File: src/rtl/raster_irq_ctrl_m.sv
// Raster timing generator (sync, counters, pixel coordinates, windows, fetch strobe) with a small
// CPU register file driving a registered, maskable, write-1-to-clear interrupt from three sources.
module raster_irq_ctrl_m #(
    parameter int H_VISIBLE    = 640,
    parameter int H_FRONT      = 16,
    parameter int H_SYNC       = 96,
    parameter int H_BACK       = 48,
    parameter int V_VISIBLE    = 480,
    parameter int V_FRONT      = 10,
    parameter int V_SYNC       = 2,
    parameter int V_BACK       = 33,
    parameter int SYNC_POL     = 0,
    parameter int X_OFFSET     = 32,
    parameter int X_WIDTH      = 256,
    parameter int Y_WIDTH      = 240,
    parameter int LINE_REPEAT  = 2,
    parameter int FETCH_CYCLES = 32
) (
    input  logic       gpu_clk,
    input  logic       rst,
    output logic       hsync,
    output logic       vsync,
    output logic [9:0] hcounter,
    output logic [9:0] vcounter,
    output logic       visible,
    output logic       drawing,
    output logic [8:0] current_x,
    output logic [8:0] current_y,
    output logic       writable,
    output logic       start_fetch,
    input  logic       reg_sel,
    input  logic [1:0] reg_addr,
    input  logic       reg_we,
    input  logic [7:0] reg_wdata,
    output logic [7:0] reg_rdata,
    output logic       irq
);

    localparam int H_TOTAL = H_VISIBLE + H_FRONT + H_SYNC + H_BACK;
    localparam int V_TOTAL = V_VISIBLE + V_FRONT + V_SYNC + V_BACK;

    localparam logic [9:0] H_LAST   = 10'(H_TOTAL - 1);
    localparam logic [9:0] V_LAST   = 10'(V_TOTAL - 1);
    localparam logic [9:0] H_VIS    = 10'(H_VISIBLE);
    localparam logic [9:0] V_VIS    = 10'(V_VISIBLE);
    localparam logic [9:0] HS_START = 10'(H_VISIBLE + H_FRONT);
    localparam logic [9:0] HS_END   = 10'(H_VISIBLE + H_FRONT + H_SYNC);
    localparam logic [9:0] VS_START = 10'(V_VISIBLE + V_FRONT);
    localparam logic [9:0] VS_END   = 10'(V_VISIBLE + V_FRONT + V_SYNC);
    localparam logic [9:0] FETCH_N  = 10'(FETCH_CYCLES);
    localparam logic [8:0] X_OFF    = 9'(X_OFFSET);
    localparam logic [9:0] X_W      = 10'(X_WIDTH);
    localparam logic [9:0] Y_W      = 10'(Y_WIDTH);
    localparam logic [9:0] LR_MASK  = 10'(LINE_REPEAT - 1);
    localparam int         Y_SHIFT  = (LINE_REPEAT == 4) ? 2 : (LINE_REPEAT == 2) ? 1 : 0;
    localparam logic       SYNC_ACT = (SYNC_POL != 0);

    logic [9:0] hcounter_q, hcounter_d;
    logic [9:0] vcounter_q, vcounter_d;
    logic [2:0] pending_q, pending_d;
    logic [2:0] enable_q, enable_d;
    logic [7:0] line_cmp_q, line_cmp_d;
    logic       irq_q, irq_d;

    logic       hs_act, vs_act;
    logic [2:0] events;
    logic [2:0] status_clr;

    // Timing outputs decode the counter registers directly, no pipeline stage.
    assign hcounter    = hcounter_q;
    assign vcounter    = vcounter_q;
    assign hs_act      = (hcounter_q >= HS_START) && (hcounter_q < HS_END);
    assign vs_act      = (vcounter_q >= VS_START) && (vcounter_q < VS_END);
    assign hsync       = hs_act ? SYNC_ACT : ~SYNC_ACT;
    assign vsync       = vs_act ? SYNC_ACT : ~SYNC_ACT;
    assign visible     = (hcounter_q < H_VIS) && (vcounter_q < V_VIS);
    assign current_x   = hcounter_q[8:0] - X_OFF;
    assign current_y   = 9'(vcounter_q >> Y_SHIFT);
    assign drawing     = visible && ({1'b0, current_x} < X_W) && ({1'b0, current_y} < Y_W);
    assign writable    = (vcounter_q >= V_VIS);
    assign start_fetch = (hcounter_q < FETCH_N) && (vcounter_q == 10'd0);
    assign irq         = irq_q;

    // Line compare only fires on the first scanline of each repeated logical line.
    assign events[0] = (hcounter_q == 10'd0) && (vcounter_q == V_VIS);
    assign events[1] = (hcounter_q == 10'd0) && (vcounter_q == 10'd0);
    assign events[2] = (hcounter_q == 10'd0) && (vcounter_q < V_VIS)
                       && ((vcounter_q & LR_MASK) == 10'd0)
                       && (current_y[7:0] == line_cmp_q);

    always_comb begin
        hcounter_d = hcounter_q + 10'd1;
        vcounter_d = vcounter_q;
        if (hcounter_q == H_LAST) begin
            hcounter_d = 10'd0;
            vcounter_d = (vcounter_q == V_LAST) ? 10'd0 : vcounter_q + 10'd1;
        end

        enable_d   = enable_q;
        line_cmp_d = line_cmp_q;
        status_clr = 3'b000;
        if (reg_sel && reg_we) begin
            case (reg_addr)
                2'd0:    status_clr = reg_wdata[2:0];
                2'd1:    enable_d   = reg_wdata[2:0];
                2'd2:    line_cmp_d = reg_wdata;
                default: ;
            endcase
        end

        // Set is applied after clear so a coincident event is never lost.
        pending_d = (pending_q & ~status_clr) | events;
        irq_d     = |(pending_q & enable_q);
    end

    always_comb begin
        reg_rdata = 8'h00;
        if (reg_sel) begin
            case (reg_addr)
                2'd0:    reg_rdata = {writable, 4'b0000, pending_q};
                2'd1:    reg_rdata = {5'b00000, enable_q};
                2'd2:    reg_rdata = line_cmp_q;
                default: reg_rdata = current_y[7:0];
            endcase
        end
    end

    // irq resets high to match the legacy controller.
    always_ff @(posedge gpu_clk) begin
        if (rst) begin
            hcounter_q <= 10'd0;
            vcounter_q <= 10'd0;
            pending_q  <= 3'b001;
            enable_q   <= 3'b011;
            line_cmp_q <= 8'd0;
            irq_q      <= 1'b1;
        end else begin
            hcounter_q <= hcounter_d;
            vcounter_q <= vcounter_d;
            pending_q  <= pending_d;
            enable_q   <= enable_d;
            line_cmp_q <= line_cmp_d;
            irq_q      <= irq_d;
        end
    end

endmodule

File: config.mk
export PLATFORM = sky130hd
export DESIGN_NAME = raster_irq_ctrl_m
export DESIGN_NICKNAME = d
export VERILOG_FILES = /design/src/rtl/raster_irq_ctrl_m.sv
export SDC_FILE = /design/constraint.sdc
export NUM_CORES = 1
export LEC_CHECK = 0
export BUFFER_PORTS_ARGS = -buffer_cell sky130_fd_sc_hd__buf_2
export CORE_UTILIZATION = 45
export CTS_CLUSTER_SIZE = 14
export DETAILED_ROUTE_END_ITERATION = 10
export PLACE_DENSITY_LB_ADDON = 0.15
export SLEW_MARGIN = 20
export SYNTH_ARGS = -nofsm -noshare
export SYNTH_HDL_FRONTEND = slang
export SYNTH_SLANG_ARGS = --single-unit
File: constraint.sdc
create_clock -name gpu_clk -period 2.4 [get_ports gpu_clk]
set_input_delay 0.12 -clock gpu_clk [delete_from_list [all_inputs] [get_ports gpu_clk]]
set_output_delay 0.12 -clock gpu_clk [all_outputs]
set_load 0.02 [all_outputs]
# ---- Word-level counts from Yosys, hierarchy flattened
# Index checks and enable logic that the tools add are counted.
dict set report word_totals {
  latch_bits 0
  output_inout_bits 53
  in_bits 14
  ram_bits 0
  wordCells 56
  reg_bits 35
  mem_bits_ro 0
  memories 0
}
dict set report op_classes {
  multipliers 0
  div 0
  order_cmp 10
  muxes 7
  addsub 3
  eq_ne 6
  shifts 0
  n_bitwise 4
  reduce_logical 20
}
# op n
set ops {}
lappend ops {{$logic_not A10 Y1} 3}
lappend ops {{$pmux W8 S3} 1}
lappend ops {{$add A10 B1 Y10 const B} 2}
lappend ops {{$eq A10 B10 Y1 const B} 2}
lappend ops {{$ge A10 B9 Y1 const B} 2}
lappend ops {{$lt A10 B10 Y1 const B} 2}
lappend ops {{$lt A10 B9 Y1 const B} 2}
lappend ops {{$logic_and A1 B1 Y1} 12}
lappend ops {{$eq A10 B9 Y1 const B} 1}
lappend ops {{$ge A10 B10 Y1 const B} 1}
lappend ops {{$lt A10 B6 Y1 const B} 1}
lappend ops {{$mux W10} 1}
lappend ops {{$lt A9 B8 Y1 const B} 1}
lappend ops {{$lt A9 B9 Y1 const B} 1}
lappend ops {{$sub A9 B6 Y9 const B} 1}
lappend ops {{$eq A8 B8 Y1} 1}
lappend ops {{$mux W8} 1}
lappend ops {{$and A3 B3 Y3} 2}
lappend ops {{$mux W3} 2}
lappend ops {{$reduce_and A2 Y1} 2}
lappend ops {{$not A3 Y3} 1}
lappend ops {{$or A3 B3 Y3} 1}
lappend ops {{$reduce_or A3 Y1} 1}
lappend ops {{$eq A2 B1 Y1 const B} 1}
lappend ops {{other kinds (4)} 5}

# ---- Logic depth before layout (Yosys ltp)
dict set report logic_depth {
  word_depth 6
  ltp_mapped 7
  ltp_nobuf 6
}

# ---- Worst setup path before layout
# Ideal clock, no wire load.
dict set report synth_path {
  path_type {register -> output}
  startpoint {reg hcounter_q[5], in the netlist hcounter[5]}
  endpoint {out drawing}
  path_buffers 2
  stages_incl_launch_ff 6
  arrival_time_ps 1826
  setup_slack_ps 454
  path_cell_list {dfxtp_1 buf_2 or3_4 buf_6 xnor2_1 nor3_1}
}
dict set report synth_between {
  elab_chain_cells 4
  elab_cells_between_ends 6
}
# element line_no
set synth_lines {}
lappend synth_lines {{from (decl)} 58} ;# logic [9:0] hcounter_q, hcounter_d;
lappend synth_lines {{from (signal assigned)} 138} ;# hcounter_q <= hcounter_d;
lappend synth_lines {{$sub A9 B6 Y9} 77} ;# assign current_x = hcounter_q[8:0] - X_OFF;
lappend synth_lines {{via current_x[8]} 27} ;# output logic [8:0] current_x,
lappend synth_lines {{$lt A9 B9 Y1} 79} ;# assign drawing = visible && ({1'b0, current_x} < X_W) && ({1'b0, current_y} < Y_W);
lappend synth_lines {{$logic_and A1 B1 Y1 (2 in series)} 79}
lappend synth_lines {{to (decl)} 26} ;# output logic drawing,
# The timed path passes the listed nets, and every way through them passes these cells.

# ---- Final worst setup path
dict set report layout_path {
  startpoint {reg vcounter_q[8], in the netlist vcounter[8]}
  endpoint {out reg_rdata[7]}
}
dict set report layout_between {
  elab_chain_cells 3
}
# element line_no
set layout_lines {}
lappend layout_lines {{from (decl)} 59} ;# logic [9:0] vcounter_q, vcounter_d;
lappend layout_lines {{from (signal assigned)} 139} ;# vcounter_q <= vcounter_d;
lappend layout_lines {{$ge A10 B9 Y1} 80} ;# assign writable = (vcounter_q >= V_VIS);
lappend layout_lines {{$pmux W8 S3 (*)} 119} ;# case (reg_addr)
lappend layout_lines {{$mux W8 (*)} 118} ;# if (reg_sel) begin
lappend layout_lines {{to (decl)} 35} ;# output logic [7:0] reg_rdata,
# Every way passes the cells marked *; elsewhere a longest branch is shown, timed or not.

==> impl_results.md <==
* Outcome: finished, final reports clean
* Clk_skew at 0.00179 ns
* Critical-path cell list: and4_1, nor2_1, inv_1, mux2i_1, o21ai_0, and2_1, buf_2
* P_sw at 290 uW
* Req. time, crit path at 2.28 ns
* F_max at 469 MHz
* Flops & latches, synth at 35
* Fin util at 54.5%
* Power, Total at 1200 uW
* CP bufs+invs at 2
* Longest Clk Path Bufs at 2
* CTS Root Buffer Type: clkbuf_8
* Placed Area at 0.00248 mm2
* Worst reg2reg setup slack at 0.35 ns
* I/O pin count at 67
* Vias in the first global route at 1723
* Maximum VDD drop at 0.000309 V
* Site row count at 25
* Mapped cell area at 0.00220 mm2
* Net Count, Synth at 289
* Fraction of registers with async set/reset at 0%
* Initial antenna violation count at 0
* Final nets at 337
* Final std cell area, no fill at 0.00258 mm2
* Cells on worst reg2reg path at 5
* Largest net degree at the start of global routing at 33
* WHS Path Cells at 3
* Synth Flop Type: dfxtp_1
* Vias post-DR at 2013
* Fin. Hold Viols at 0
* Slew @ Worst Pin at 0.631 ns
* # port buffers at 66
* Worst r2r dst: hcounter[5]
* Post-Route WL at 5.29 mm
* Critical path class: reg -> out
* Rel. slew slack at 57.9%
* Sequential power share at 51.1%
* Sw frac at 24.2%
* Most common cell after layout, fill and taps aside: buf_2
* Worst Hold Class: in -> reg
* Final setup violation count at 0
* Num CTS Buffers at 5
* Die Wd at 72.0 um
* Synth top area share at 31.8%
* Top cells by area, synth: dfxtp_1 (32%), buf_4 (5.1%), nand2_1 (4.9%)
* Gate power share at 9.8%
* Setup crit start: vcounter[8]
* CTS Hold Bufs at 0
* Max H-tree Level at 2
* PostCTS Resize Cnt at 0
* Final Critical Period at 2.13 ns
* Internal at 907 uW
* Pleak at 0.00111 uW
* Gr usage total at 20.9%
* YS warnings at 0
* Clock transition at path regs at 0.07 ns
* Highest net fanout along the worst path at 9
* Layout area overhead at 17.0%
* DRC viols at 0
* Arrival time worst endpoint at 2.01 ns
* Placer Congestion at 0.777
* Slew Viols, Final at 0
* Die Y at 72.0 um
* Clk_lat worst skew at 0.28 ns
* Setup Fix Bufs, Post-CTS at 0
* Overflow left after global routing at 0
* Fin Setup TNS at 0 ns
* CTS tree: done
* Die ar. at 0.00518 mm2
* Antenna viol nets, final at 0
* Delay-heaviest family, CP: simple AND/OR/NAND/NOR gates
* Initial drt markers at 100
* WL/cell at 13.8 um
* Commonest cells after routing, fill and taps aside: buf_2 (66), dfxtp_1 (35), nand2_1 (29)
* Post-DP HPWL at 3.81 mm
* # diodes at 0
* First-pass GRT wire length at 8.45 mm
* Syn Inst Count at 268
* Register area at 701 um2
* Worst r2r src: hcounter[0]
* Number of distinct library cells after synthesis at 47
* Syn Area/Cell at 8.22 um2
* CP Capture Type: output port
* WHS at 0.0681 ns
* Pwr Density at 465 mW/mm2
* First drt pass iteration count at 4
* Share of the yosys chip area belonging to registers at 31.8%
* Largest area contributor in the netlist: dfxtp_1
* Clock share of power at 39.1%
* Share of cells above drive strength 1 at 28.7%
* Unrepaired setup endpoints after global routing: no
* CP max stage cell: dfxtp_1
* CP peak stage delay at 0.43 ns
* Multi-input gate area at 0.00126 mm2
* Final period util at 88.8%
* Routed vias/inst at 5.24
* Hold endpoint: line_cmp_q[5]
* Crit path depth at 7
* Clock Sinks at 35
* Hold Crit Start: reg_wdata[5]
* Core ar. at 0.00472 mm2
* Maxcap violations at 0
* Starting density of the core at 46.6%
* Fill count at 471
* Post-synth EDFFs at 0
* Type of origin of the critical path: flip-flop
## tightest hold or removal path, stage by stage
cell     delay, ns
buf_2         0.09
nand2_1       0.04
a21oi_1       0.05
## cells by family (layout without fill, tap and decap cells)
group | Yosys count | count (layout) | synth area share [%]
compound gates | 32 | 32 | 8.75
xor+xnor | 19 | 19 | 7.56
fa+ha+maj | 7 | 7 | 3.98
buf+inv | 45 | 94 | 11.0
flops | 35 | 35 | 31.8
mux | 11 | 11 | 6.70
simple gates | 119 | 119 | 30.2
## registers in the layout (all words and copies together) (netlist names)
register	flops
enable_q	3
hcounter	10
pending_q	3
irq	1
line_cmp_q	8
vcounter	10
## layer usage
layer / global-route usage (%) / share of wire (%)
met1: 30.4 / 49
met2: 31.0 / 43
met4: 5.23 / 1.2
met5: 0 / 0
met3: 5.28 / 6.3
## power groups by stage
stage                     Combinational, uW  Sequential, uW  Clock [uW]
after global routing                    128             615         505
after floorplan                        76.8             626           0
after detailed placement                116             625           0
after global placement                  117             624           0
after CTS                               117             612         480
final                                   117             612         468
## synthesized netlist by cell type, types with 2 or more instances
master     n
nand2_1   29
and2_1     5
buf_1      3
nor4_1     2
mux2i_1    8
a211o_1    2
clkbuf_1  11
and4_1     2
xnor2_1   11
nand3_1   16
o21ai_0    5
a21oi_1   16
or3_4      2
nand3b_1   2
dfxtp_1   35
nand2b_1   2
and3_1     5
inv_1     13
nor4b_1    2
buf_6      2
mux4_2     3
nor2_1    22
nand4b_1   3
nand4_1    6
buf_4     15
ha_1       7
xor2_1     8
o21ai_1    2
nor3_1    11
## cell type report
cell class	count	share of cell area (%)
multi-input combinational	188	48.9
sequential	35	27.2
timing repair buffer	73	14.9
clock buffer	8	3.89
tap	67	3.25
inverter	13	1.89
## metrics by stage
stage	setup slack, ns	cells
6_report	0.270	384
5_1_grt	0.109	384
4_1_cts	0.253	384
3_5_place_dp	0.373	376
3_3_place_gp	0.447	376
2_1_floorplan	0.454	268
## worst max path at each step
stage,to
after floorplan,drawing
after global placement,hcounter[8]
after detailed placement,hcounter[5]
after CTS,reg_rdata[7]
after global routing,reg_rdata[7]
final,reg_rdata[7]
No activity file was read; power rests on OpenSTA's default activity.
